==> src/rtl/vx_raster_warp_dispatch_if.sv <==
// Stamp-in / warp-out handshake bundle for the raster warp dispatcher.
//   stamp_valid/stamp_ready/stamp_data : packed raster stamp from the rasterizer
//   warp_valid/warp_ready              : per-warp launch handshake to the scheduler
//   warp_wid/pc/param/cta_*/last       : launch payload, held stable under backpressure
// master: stamp producer + warp consumer; slave: the dispatcher.
interface vx_raster_warp_dispatch_if #(
  parameter int XLEN      = 32,
  parameter int NUM_WARPS = 4
);
  localparam int WID_BITS = $clog2(NUM_WARPS);
  localparam int STAMP_W  = 160 + 2 * XLEN;

  logic                stamp_valid;
  logic [STAMP_W-1:0]  stamp_data;
  logic                stamp_ready;
  logic                warp_valid;
  logic                warp_ready;
  logic [WID_BITS-1:0] warp_wid;
  logic [XLEN-1:0]     warp_pc;
  logic [XLEN-1:0]     warp_param;
  logic [31:0]         warp_cta_x;
  logic [31:0]         warp_cta_y;
  logic [31:0]         warp_cta_z;
  logic [31:0]         warp_cta_id;
  logic                warp_last;

  modport master (
    output stamp_valid, stamp_data, warp_ready,
    input  stamp_ready, warp_valid, warp_wid, warp_pc, warp_param,
           warp_cta_x, warp_cta_y, warp_cta_z, warp_cta_id, warp_last
  );

  modport slave (
    input  stamp_valid, stamp_data, warp_ready,
    output stamp_ready, warp_valid, warp_wid, warp_pc, warp_param,
           warp_cta_x, warp_cta_y, warp_cta_z, warp_cta_id, warp_last
  );
endinterface

==> src/rtl/vx_raster_warp_dispatch.sv <==
// Raster warp dispatcher: accepts one raster stamp, then issues one warp launch
// request per requested warp (clamped to NUM_WARPS), wid 0..N-1.
//   clk, reset  : single clock, asynchronous active-high reset
//   bus         : stamp in / warp launch out handshakes (slave modport)
//   busy        : high while dispatching a stamp
//   clamp_err   : sticky, a stamp asked for more than NUM_WARPS warps
//   stamp_count : number of stamps fully dispatched (wraps)
module vx_raster_warp_dispatch #(
  parameter int XLEN      = 32,
  parameter int NUM_WARPS = 4
) (
  input  logic                          clk,
  input  logic                          reset,
  vx_raster_warp_dispatch_if.slave      bus,
  output logic                          busy,
  output logic                          clamp_err,
  output logic [31:0]                   stamp_count
);
  localparam int WID_BITS = $clog2(NUM_WARPS);
  localparam logic [31:0]         MaxWarps32 = 32'(NUM_WARPS);
  localparam logic [WID_BITS:0]   MaxWarpsN  = (WID_BITS + 1)'(NUM_WARPS);

  typedef enum logic [0:0] {StIdle, StDispatch} state_e;

  state_e state_q, state_d;

  // Unpacked stamp fields, MSB first.
  logic [31:0]     s_num, s_x, s_y, s_z, s_id;
  logic [XLEN-1:0] s_pc, s_param;
  assign {s_num, s_pc, s_param, s_x, s_y, s_z, s_id} = bus.stamp_data;

  logic [WID_BITS-1:0] wid_q, wid_d;
  // N is one bit wider than wid so that N == NUM_WARPS is representable.
  logic [WID_BITS:0]   total_q, total_d;
  logic [XLEN-1:0]     pc_q, param_q;
  logic [31:0]         x_q, y_q, z_q, id_q;
  logic                clamp_q, clamp_d;
  logic [31:0]         count_q, count_d;
  logic                hold_load;

  logic stamp_ready, warp_valid, warp_last, stamp_hs, warp_hs;

  // stamp_ready is gated by reset so nothing is accepted until after release.
  assign stamp_ready = (state_q == StIdle) && !reset;
  assign warp_valid  = (state_q == StDispatch);
  assign warp_last   = warp_valid && ({1'b0, wid_q} == (total_q - 1'b1));
  assign stamp_hs    = bus.stamp_valid && stamp_ready;
  assign warp_hs     = warp_valid && bus.warp_ready;

  always_comb begin
    state_d   = state_q;
    wid_d     = wid_q;
    total_d   = total_q;
    clamp_d   = clamp_q;
    count_d   = count_q;
    hold_load = 1'b0;
    unique case (state_q)
      StIdle: begin
        if (stamp_hs) begin
          hold_load = 1'b1;
          wid_d     = '0;
          // A zero-warp stamp is consumed but dropped.
          if (s_num != 32'd0) begin
            state_d = StDispatch;
            if (s_num > MaxWarps32) begin
              total_d = MaxWarpsN;
              clamp_d = 1'b1;
            end else begin
              total_d = s_num[WID_BITS:0];
            end
          end
        end
      end
      StDispatch: begin
        if (warp_hs) begin
          if (warp_last) begin
            state_d = StIdle;
            count_d = count_q + 32'd1;
          end else begin
            wid_d = wid_q + 1'b1;
          end
        end
      end
      default: state_d = StIdle;
    endcase
  end

  always_ff @(posedge clk or posedge reset) begin
    if (reset) begin
      state_q <= StIdle;
      wid_q   <= '0;
      total_q <= '0;
      clamp_q <= 1'b0;
      count_q <= '0;
      pc_q    <= '0;
      param_q <= '0;
      x_q     <= '0;
      y_q     <= '0;
      z_q     <= '0;
      id_q    <= '0;
    end else begin
      state_q <= state_d;
      wid_q   <= wid_d;
      total_q <= total_d;
      clamp_q <= clamp_d;
      count_q <= count_d;
      if (hold_load) begin
        pc_q    <= s_pc;
        param_q <= s_param;
        x_q     <= s_x;
        y_q     <= s_y;
        z_q     <= s_z;
        id_q    <= s_id;
      end
    end
  end

  assign bus.stamp_ready = stamp_ready;
  assign bus.warp_valid  = warp_valid;
  assign bus.warp_last   = warp_last;
  assign bus.warp_wid    = wid_q;
  assign bus.warp_pc     = pc_q;
  assign bus.warp_param  = param_q;
  assign bus.warp_cta_x  = x_q;
  assign bus.warp_cta_y  = y_q;
  assign bus.warp_cta_z  = z_q;
  assign bus.warp_cta_id = id_q;

  assign busy        = warp_valid;
  assign clamp_err   = clamp_q;
  assign stamp_count = count_q;
endmodule

==> src/flat_wrapper.sv <==
// flat-port wrapper written by rule: the top's interface ports become plain ports
module vx_raster_warp_dispatch_flat 
#(
  parameter int XLEN      = 32,
  parameter int NUM_WARPS = 4
)
  (clk, reset, busy, clamp_err, stamp_count, bus_stamp_valid, bus_stamp_data, bus_warp_ready, bus_stamp_ready, bus_warp_valid, bus_warp_wid, bus_warp_pc, bus_warp_param, bus_warp_cta_x, bus_warp_cta_y, bus_warp_cta_z, bus_warp_cta_id, bus_warp_last);
  vx_raster_warp_dispatch_if #(.XLEN(XLEN), .NUM_WARPS(NUM_WARPS)) bus_i ();
  input  logic clk;
  input  logic reset;
  output logic busy;
  output logic clamp_err;
  output logic [31:0] stamp_count;
  input wire logic [$bits(bus_i.stamp_valid)-1:0] bus_stamp_valid;
  input wire logic [$bits(bus_i.stamp_data)-1:0] bus_stamp_data;
  input wire logic [$bits(bus_i.warp_ready)-1:0] bus_warp_ready;
  output wire logic [$bits(bus_i.stamp_ready)-1:0] bus_stamp_ready;
  output wire logic [$bits(bus_i.warp_valid)-1:0] bus_warp_valid;
  output wire logic [$bits(bus_i.warp_wid)-1:0] bus_warp_wid;
  output wire logic [$bits(bus_i.warp_pc)-1:0] bus_warp_pc;
  output wire logic [$bits(bus_i.warp_param)-1:0] bus_warp_param;
  output wire logic [$bits(bus_i.warp_cta_x)-1:0] bus_warp_cta_x;
  output wire logic [$bits(bus_i.warp_cta_y)-1:0] bus_warp_cta_y;
  output wire logic [$bits(bus_i.warp_cta_z)-1:0] bus_warp_cta_z;
  output wire logic [$bits(bus_i.warp_cta_id)-1:0] bus_warp_cta_id;
  output wire logic [$bits(bus_i.warp_last)-1:0] bus_warp_last;
  assign bus_i.stamp_valid = bus_stamp_valid;
  assign bus_i.stamp_data = bus_stamp_data;
  assign bus_i.warp_ready = bus_warp_ready;
  assign bus_stamp_ready = bus_i.stamp_ready;
  assign bus_warp_valid = bus_i.warp_valid;
  assign bus_warp_wid = bus_i.warp_wid;
  assign bus_warp_pc = bus_i.warp_pc;
  assign bus_warp_param = bus_i.warp_param;
  assign bus_warp_cta_x = bus_i.warp_cta_x;
  assign bus_warp_cta_y = bus_i.warp_cta_y;
  assign bus_warp_cta_z = bus_i.warp_cta_z;
  assign bus_warp_cta_id = bus_i.warp_cta_id;
  assign bus_warp_last = bus_i.warp_last;
  vx_raster_warp_dispatch #(.XLEN(XLEN), .NUM_WARPS(NUM_WARPS)) u_core (.clk(clk), .reset(reset), .bus(bus_i), .busy(busy), .clamp_err(clamp_err), .stamp_count(stamp_count));
endmodule
==> config.mk <==
export PLATFORM = sky130hd
export DESIGN_NAME = vx_raster_warp_dispatch_flat
export DESIGN_NICKNAME = d
export VERILOG_FILES = /design/src/rtl/vx_raster_warp_dispatch_if.sv /design/src/rtl/vx_raster_warp_dispatch.sv /design/src/flat_wrapper.sv
export SDC_FILE = /design/constraint.sdc
export NUM_CORES = 1
export LEC_CHECK = 0
export BUFFER_PORTS_ARGS = -buffer_cell sky130_fd_sc_hd__buf_2
export CAP_MARGIN = 20
export CORE_AREA = 2 2 177 179
export CTS_CLUSTER_SIZE = 16
export DETAILED_ROUTE_END_ITERATION = 10
export DIE_AREA = 0 0 179 181
export GPL_TIMING_DRIVEN = 0
export SYNTH_ARGS = -nofsm -noshare
export SYNTH_HDL_FRONTEND = slang
export SYNTH_SLANG_ARGS = --single-unit
==> constraint.sdc <==
create_clock -name clk -period 10.1 [get_ports clk]
set_clock_uncertainty 0.05 [all_clocks]
set_input_delay 1.515 -clock clk [delete_from_list [all_inputs] [get_ports clk]]
set_output_delay 1.515 -clock clk [all_outputs]
set_load 0.05 [all_outputs]
==> Word level (Yosys, flattened, before mapping) <==
Cells that the tools add are included.
{ "totals": {"output_inout_bits": 231, "regBits": 231, "in_bits": 228, "elab_cells": 42} }
{ "classes": {"n_mux": 12, "n_lt_le_gt_ge": 1, "n_reduce_logical": 10, "n_eq_ne": 4, "bitwise_logic": 1, "addsub": 3} }
{ "op_table": {"columns": ["op", "n"], "rows": [
  ["$add 32x1->32 const B", 1],
  ["$gt 32x3->1 const B", 1],
  ["$reduce_bool 32->1", 1],
  ["$reduce_and 3->1", 3],
  ["$mux 1", 6],
  ["$mux 2", 3],
  ["$logic_and 1x1->1", 4],
  ["$ne 2x2->1 const B", 2],
  ["$pmux 2 s2", 1],
  ["$reduce_and 4->1", 1],
  ["$eq 2x3->1", 1],
  ["$mux 3", 1],
  ["$sub 3x1->3 const B", 1],
  ["$add 2x1->2 const B", 1],
  ["$ne 2x1->1 const B", 1],
  ["$pmux 1 s2", 1],
  ["$logic_not 1->1", 1],
  ["$not 1->1", 1]
]} }

==> Depth between registers and ports, before layout <==
Gate-level depths: netlist (run 1).
{ "depth": {"word_depth": 6, "depth_mapped": 8, "ltp_nobuf": 7} }

==> Least setup slack after synthesis (run 1) <==
Ideal clock, no wire load.
{ "synth_path": {"path_kind": "input to output", "from": "in reset", "to": "out bus_stamp_ready", "required_time_ns": 8.535, "t_arrival_ns": 2.208, "path_stages": 1, "slack_ns": 6.327, "cell_sequence": "nor2_1"} }
{ "synth_via": {"elab_chain_cells": 2} }
{ "synth_lines": {"columns": ["element", "line", "rtl"], "rows": [
  ["start, declared", "flat_wrapper.sv:10", "input logic reset;"],
  ["$logic_not 1->1", "vx_raster_warp_dispatch.sv:44", "assign stamp_ready = (state_q == StIdle) && !reset;"],
  ["$logic_and 1x1->1", "vx_raster_warp_dispatch.sv:44", null],
  ["end, declared", "flat_wrapper.sv:17", "output wire logic [$bits(bus_i.stamp_ready)-1:0] bus_stamp_ready;"]
]} }
Every way passes these cells.

==> Final worst setup path (run 1) <==
{ "layout_path": {"from": "reg u_core.total_q[0]", "to": "out bus_warp_last"} }
{ "layout_via": {"elab_chain_cells": 3} }
{ "layout_lines": {"columns": ["element", "line", "rtl"], "rows": [
  ["start, declared", "vx_raster_warp_dispatch.sv:34", "logic [WID_BITS:0] total_q, total_d;"],
  ["start signal, assigned", "vx_raster_warp_dispatch.sv:104", "total_q <= total_d;"],
  ["$sub 3x1->3", "vx_raster_warp_dispatch.sv:46", "assign warp_last = warp_valid && ({1'b0, wid_q} == (total_q - 1'b1));"],
  ["$eq 2x3->1", "vx_raster_warp_dispatch.sv:46", null],
  ["$logic_and 1x1->1", "vx_raster_warp_dispatch.sv:46", null],
  ["end, declared", "flat_wrapper.sv:26", "output wire logic [$bits(bus_i.warp_last)-1:0] bus_warp_last;"]
]} }
Every way passes these cells.

==> key figures, run 1 <==
Run status
  – Outcome: complete, no violations

Job
  – Max-cap violation count: 0

Yosys
  – Synthesis-stage register bit count: 231
  – Fraction of the yosys area taken by sequential cells: 0.635
  – Library cell occupying the most area in the post-synthesis netlist: dfrtp_1
  – Syn avg cell area: 9.16 sq um
  – Leading register cell type out of synthesis: dfrtp_1
  – Cells taking the most area after synthesis: dfrtp_1 63%, nand2_1 24%, xnor2_1 1.9%
  – Asr flop ratio synth: 1.00
  – Distinct cell type count after synthesis: 35
  – Number of cells produced by synthesis: 994
  – Synth Cell Area: 0.00911 sq mm
  – Share of Yosys cell area claimed by the top area cell type: 0.635
  – Post-synthesis net count: 1224
  – Yosys warning count: 0
  – Post-synth EDFFs: 0

Drt
  – Total length of routed wires: 29500 microns
  – Remaining antenna violation count: 0
  – Vias after detailed routing: 8328
  – Ratio of routed vias to standard cells: 4.39
  – Detailed-routing iteration count for the pre-antenna-repair pass: 4
  – Initial detailed-routing violation count: 333
  – Wire length per cell: 15.5 microns
  – Post-route DRC: 0

Worst setup path
  – Crit path launch type: flip-flop
  – Cell chain of the critical path: inv_1 > ha_1 > xnor2_1 > nor4b_4 > buf_2
  – Worst setup startpoint: u_core.total_q[0]$_DFFE_PP0P_
  – Arrival time at the worst endpoint: 2.37 ns
  – Worst Path Buf+Inv: 2
  – CP Max Fanout: 7
  – R2R setup slack: 7.34 ns
  – Largest stage delay on the critical path: 0.52 ns
  – Reg-to-Reg End: u_core.bus.warp_cta_z[13]$_DFFE_PP0P_
  – Slowest CP cell: nor4b_4
  – Category of the worst setup path capture point: output port
  – Family of cells with the greatest summed delay on the critical path: simple AND/OR/NAND/NOR gates
  – Origin of the critical flop-to-flop path: u_core.bus.warp_valid$_DFF_PP0_
  – Required time of the worst setup path: 8.54 ns
  – Type of the worst setup path: reg2out
  – Worst Reg-to-Reg Cells: 7

Placement
  – HPWL reported at the end of detailed placement: 22100 microns
  – Count of port buffers added during placement: 458
  – Routability-driven placement congestion ratio: 0.882
  – Place WS: 6.15 ns
  – Placed cell areas: 0.0119 sq mm

Clock network
  – Cts bufs inserted: 26
  – # clock sinks: 231
  – Post-CTS Setup Inserts: 0
  – Clock transition at path regs: 0.06 ns
  – Number of H-tree levels: 1
  – Clock Path Buffers: 3
  – Clock latency at the later pin of the worst-skew pair: 0.52 ns
  – Post-cts resize count: 0
  – Root buffer selected by CTS: clkbuf_16
  – CTS Hold Bufs: 0
  – TritonCTS clock tree: done

Min path
  – Number of stages on the worst hold path: 1
  – Hold endpoint: u_core.clamp_err$_DFFE_PP0P_
  – Tightest Hold Check Type: reg2reg
  – Hold Path Origin: u_core.clamp_err$_DFFE_PP0P_

STA
  – Final min period: 3.94 ns
  – Max_slew headroom: 0.281
  – Slack of the critical path: 6.16 ns
  – Final setup violating endpoints: 0
  – RSZ-0062 raised after global routing: no
  – Hold Slack: 0.406 ns
  – Count of pins over their slew limit: 0
  – Maximum clock rate: 0.254 GHz
  – Number of hold violations in the final report: 0
  – Slew of the pin with the lowest slew margin: 1.07 ns
  – Period Utilization, post-route: 0.390

Layout
  – Area of all sequential standard cells: 0.00578 sq mm
  – Final Net Count: 1711
  – Area growth syn-to-layout: 40.1%
  – Fraction of layout instances using a drive strength above 1: 0.344
  – Area used by multi-input combinational logic: 0.00313 sq mm
  – Filler Cell Count: 3113
  – Final cell utilization of the core: 0.420
  – Final design area excluding fillers: 0.0128 sq mm

Pwr
  – Worst VDD drop: 0.000214 V
  – Ratio of total power to cell area: 387 mW/mm^2
  – Leak: 7.37 nW

Floorplanning
  – Core Area: 0.0303 sq mm
  – Number of primary I/O pins: 459
  – Die Ht: 181 microns
  – Horizontal die dimension: 179 microns
  – Initial cell density of the core: 0.300
  – Number of core rows: 64
  – Area of the die: 0.0324 sq mm

Global routing
  – Global routing usage summed across all routing layers: 0.177
  – Maximum number of pins on one net before global-route repair: 121
  – Vias in the first global route: 8314
  – Gr ovfl total: 0
  – Initial antenna violation count: 2
  – Global-route wire length before repair: 45500 microns
==> how the worst max path moves through the flow <==
| stage | slack [ns] | cells after the start | to |
|---|---|---|---|
| global route | 6.00 | 5 | bus_warp_last |
| global placement | -0.75 | 2 | u_core.bus.warp_param[29]$_DFFE_PP0P_ |
| detailed placement | 6.15 | 8 | u_core.bus.warp_cta_z[13]$_DFFE_PP0P_ |
| finish | 6.16 | 5 | bus_warp_last |
| floorplan | 2.20 | 1 | u_core.bus.warp_cta_id[0]$_DFFE_PP0P_ |
| CTS | 6.10 | 5 | bus_warp_last |
==> cell type report <==
class | instances | area share
multi-input combinational | 711 | 0.245
tap | 396 | 0.0388
clock inverter | 9 | 0.00353
buffer | 45 | 0.0136
timing repair buffer | 459 | 0.182
clock buffer | 39 | 0.0612
inverter | 7 | 0.00265
antenna | 2 | 0.000392
sequential | 231 | 0.453
==> state kept, by name, summed over array words and instances (netlist names), 3 cells and up <==
register                count
u_core.bus.warp_cta_x      32
u_core.bus.warp_cta_id     32
u_core.bus.warp_param      32
u_core.bus.warp_cta_z      32
u_core.stamp_count         32
u_core.bus.warp_cta_y      32
u_core.total_q              3
u_core.bus.warp_pc         32
==> power by group <==
| part | switching (mW) | leakage (nW) | internal (mW) |
|---|---|---|---|
| Combinational | 1.99 | 4.05 | 0.494 |
| Clock | 0.380 | 0.418 | 0.532 |
| Sequential | 0.222 | 2.91 | 1.32 |
| Total | 2.59 | 7.37 | 2.35 |
==> routing by layer <==
| layer | global-route usage | up-vias | part of all wire | wire length (microns) |
|---|---|---|---|---|
| met5 | 0 | - | 0 | 0 |
| met4 | 0.0563 | 0 | 0.032 | 935 |
| met3 | 0.0463 | 69 | 0.078 | 2300 |
| met2 | 0.290 | 316 | 0.47 | 13800 |
| met1 | 0.228 | 3884 | 0.42 | 12500 |
| li1 | - | 4059 | - | - |
==> cells in the final DEF (no fill, tap or decap), types with 10 or more instances in the layout <==
master	Yosys	routed
clkbuf_1	43	49
xor2_1	14	14
nor2_1	10	10
xnor2_1	20	20
nand3_1	10	10
dfrtp_1	231	231
buf_2	1	459
clkbuf_16	0	27
nand2_1	593	593
==> cells in the mapped netlist, types with 2 or more instances <==
library cell,number
nor4_4,3
clkbuf_1,43
and4_1,5
nand2_1,593
ha_1,2
dfrtp_1,231
xnor2_1,20
and3_1,5
nor4_2,2
nand4_1,9
o21ai_0,3
nand3_1,10
nor3_2,2
a21oi_1,5
o21ai_1,3
nor4_1,7
nor3_1,5
nor2_1,10
xor2_1,14
inv_1,7
==> cells by family after synthesis <==
logic type      Yosys count  share of synthesized area
xor+xnor                 34                     0.0327
simple gates            660                      0.298
buf+inv                  52                     0.0220
fa+ha+maj                 2                    0.00275
compound gates           15                    0.00975
flops                   231                      0.635
==> metrics by stage <==
stage / std cells / TNS (ns) / total power [mW]
after floorplan: 994 / 0 / 3.38
after global placement: 1848 / -166.24 / 4.02
after detailed placement: 1849 / 0 / 4.05
after CTS: 1897 / 0 / 5.00
after global routing: 1899 / 0 / 5.20
final: 1899 / 0 / 4.94
Note: power is estimated with default switching activity, not from simulation.
==> run 2, diff against run 1 <==
- clock period: 10.1 -> 3.92 ns (I/O delays scaled with it)
==> run 2 against run 1 <==
  * Wire length is 2.1% higher
  * Global-route usage grew 0.38 points
  * Utilization rose by 0.35 points
  * Register-to-register slack worse by 6.1 ns
  * Total power increased to 2.6 times the previous value
  * Critical path type unchanged
  * Critical endpoint unchanged
==> key figures, run 2 (same netlist as run 1, synthesis figures left out) <==
Run status
  – Outcome: complete, no violations (unchanged)

Global routing
  – Global-route wire length before repair: 46600 microns (was 45500 microns)
  – Vias in the first global route: 8509 (was 8314)
  – Gr ovfl total: 0 (unchanged)
  – Global routing usage summed across all routing layers: 0.181 (was 0.177)
  – Maximum number of pins on one net before global-route repair: 42 (was 121)
  – Initial antenna violation count: 2 (unchanged)

STA
  – Max_slew headroom: 0.355 (was 0.281)
  – Hold Slack: 0.0327 ns (was 0.406 ns)
  – Period Utilization, post-route: 0.775
  – Number of hold violations in the final report: 0 (unchanged)
  – Fin Setup TNS: 0 ns (unchanged)
  – Slack of the critical path: 0.882 ns (was 6.16 ns)
  – Slew of the pin with the lowest slew margin: 0.959 ns (was 1.07 ns)
  – RSZ-0062 raised after global routing: no (unchanged)
  – Final setup violating endpoints: 0 (unchanged)
  – Final min period: 3.04 ns
  – Maximum clock rate: 0.329 GHz
  – Count of pins over their slew limit: 0 (unchanged)

Placement
  – Placed cell areas: 0.0120 sq mm (was 0.0119 sq mm)
  – Number of instances in the placed design: 1854 (was 1849)
  – Count of port buffers added during placement: 458 (unchanged)
  – HPWL reported at the end of detailed placement: 23000 microns (was 22100 microns)
  – Routability-driven placement congestion ratio: 0.847 (was 0.882)
  – Place WS: 0.912 ns (was 6.15 ns)

Floorplanning
  – Area of the die: 0.0324 sq mm (unchanged)
  – Initial cell density of the core: 0.300 (unchanged)
  – Core Area: 0.0303 sq mm (unchanged)
  – Die Ht: 181 microns (unchanged)
  – Horizontal die dimension: 179 microns (unchanged)
  – Number of core rows: 64 (unchanged)
  – Number of primary I/O pins: 459 (unchanged)

Clock network
  – Number of H-tree levels: 1 (unchanged)
  – Clock transition at path regs: 0.06 ns (about the same)
  – Clock latency at the later pin of the worst-skew pair: 0.54 ns (was 0.52 ns)
  – CTS Hold Bufs: 0 (unchanged)
  – Clock Path Buffers: 3 (unchanged)
  – TritonCTS clock tree: done (unchanged)
  – Post-CTS Setup Inserts: 0 (unchanged)
  – # clock sinks: 231 (unchanged)
  – Root buffer selected by CTS: clkbuf_16 (unchanged)
  – Post-cts resize count: 0 (unchanged)
  – Cts bufs inserted: 27 (was 26)

Worst setup path
  – Crit path launch type: flip-flop (unchanged)
  – Type of the worst setup path: reg2out (unchanged)
  – Slowest CP cell: nor4b_4 (unchanged)
  – CP Max Fanout: 7 (unchanged)
  – Reg-to-Reg End: u_core.bus.warp_cta_z[16]$_DFFE_PP0P_ (was u_core.bus.warp_cta_z[13]$_DFFE_PP0P_)
  – Arrival time at the worst endpoint: 2.40 ns (was 2.37 ns)
  – Required time of the worst setup path: 3.28 ns (was 8.54 ns)
  – Worst Reg-to-Reg Cells: 7 (unchanged)
  – R2R setup slack: 1.20 ns (was 7.34 ns)
  – Worst Path Buf+Inv: 2 (unchanged)
  – Origin of the critical flop-to-flop path: u_core.bus.warp_valid$_DFF_PP0_ (unchanged)
  – Cell chain of the critical path: inv_1 > ha_1 > xnor2_1 > nor4b_4 > buf_2 (unchanged)
  – Largest stage delay on the critical path: 0.54 ns (was 0.52 ns)
  – Family of cells with the greatest summed delay on the critical path: simple AND/OR/NAND/NOR gates (unchanged)
  – Category of the worst setup path capture point: output port (unchanged)

Drt
  – Vias after detailed routing: 8355 (was 8328)
  – Detailed-routing iteration count for the pre-antenna-repair pass: 5 (was 4)
  – Total length of routed wires: 30100 microns (was 29500 microns)
  – Post-route DRC: 0 (unchanged)
  – Wire length per cell: 15.8 microns (was 15.5 microns)
  – Remaining antenna violation count: 0 (unchanged)
  – Ratio of routed vias to standard cells: 4.38 (was 4.39)
  – Initial detailed-routing violation count: 394 (was 333)

Layout
  – Area growth syn-to-layout: 41.3% (was 40.1%)
  – Fraction of layout instances using a drive strength above 1: 0.346 (was 0.344)
  – Filler Cell Count: 3090 (was 3113)
  – Final Net Count: 1717 (was 1711)
  – Most used cells in the layout excluding fill and tap cells: 593 x nand2_1, 459 x buf_2, 231 x dfrtp_1, 50 x clkbuf_1, 27 x clkbuf_16 (was 593 x nand2_1, 459 x buf_2, 231 x dfrtp_1, 49 x clkbuf_1, 27 x clkbuf_16)
  – Final Instance Count excl. Fillers: 1906 (was 1899)
  – Most common library cell in the layout ignoring fill and taps: nand2_1 (unchanged)
  – Final design area excluding fillers: 0.0129 sq mm (was 0.0128 sq mm)
  – Final cell utilization of the core: 0.424 (was 0.420)

Min path
  – Tightest Hold Check Type: in2async (was reg2reg)

Pwr
  – Ratio of total power to cell area: 996 mW/mm^2 (was 387 mW/mm^2)
  – Leak: 7.42 nW (was 7.37 nW)
  – Power after layout: 12.8 mW (was 4.94 mW)
  – Worst VDD drop: 0.000582 V (was 0.000214 V)

Job
  – Max-cap violation count: 0 (unchanged)
==> run 2: area by class of cell <==
class                           count  area [sq um]  share of cell area
Sequential cell                   231          5780               0.449
Multi-Input combinational cell    711          3130               0.243
Timing Repair Buffer              464          2410               0.187
Clock buffer                       37           743              0.0578
Tap cell                          396           495              0.0385
Buffer                             45           174              0.0135
Clock inverter                     13           101             0.00788
Inverter                            7          30.0             0.00233
Antenna cell                        2          5.00            0.000389
==> run 2: report_power, final <==
part           internal, mW  total (mW)  leakage, nW  switching [mW]
clock network          1.40        2.42        0.425            1.02
registers              3.41        3.99         2.91           0.583
logic                  1.28        6.41         4.09            5.13
==> run 2: worst register-to-register path, stage by stage, from the launching register on <==
cell and delay, ns:
dfrtp_1 0.50, nor2_1 0.22, and2_1 0.15, clkbuf_1 0.30, clkbuf_1 0.67, clkbuf_1 0.57, nand2_1 0.14, nand2_1 0.08
==> run 2: layer usage <==
| metal | vias up | GRT usage | routed length [microns] |
|---|---|---|---|
| met5 | - | 0 | 0 |
| met4 | 0 | 0.0384 | 511 |
| li1 | 4071 | - | - |
| met2 | 293 | 0.311 | 14600 |
| met1 | 3951 | 0.224 | 12400 |
| met3 | 40 | 0.0545 | 2640 |
==> run 2: worst max path at each step <==
stage,startpoint,to,depth (start not counted)
floorplan,reset,u_core.bus.warp_cta_id[0]$_DFFE_PP0P_,1
global placement,reset,u_core.bus.warp_param[28]$_DFFE_PP0P_,2
detailed placement,reset,u_core.bus.warp_cta_z[16]$_DFFE_PP0P_,8
CTS,u_core.total_q[0]$_DFFE_PP0P_,bus_warp_last,5
global route,u_core.total_q[0]$_DFFE_PP0P_,bus_warp_last,5
finish,u_core.total_q[0]$_DFFE_PP0P_,bus_warp_last,5
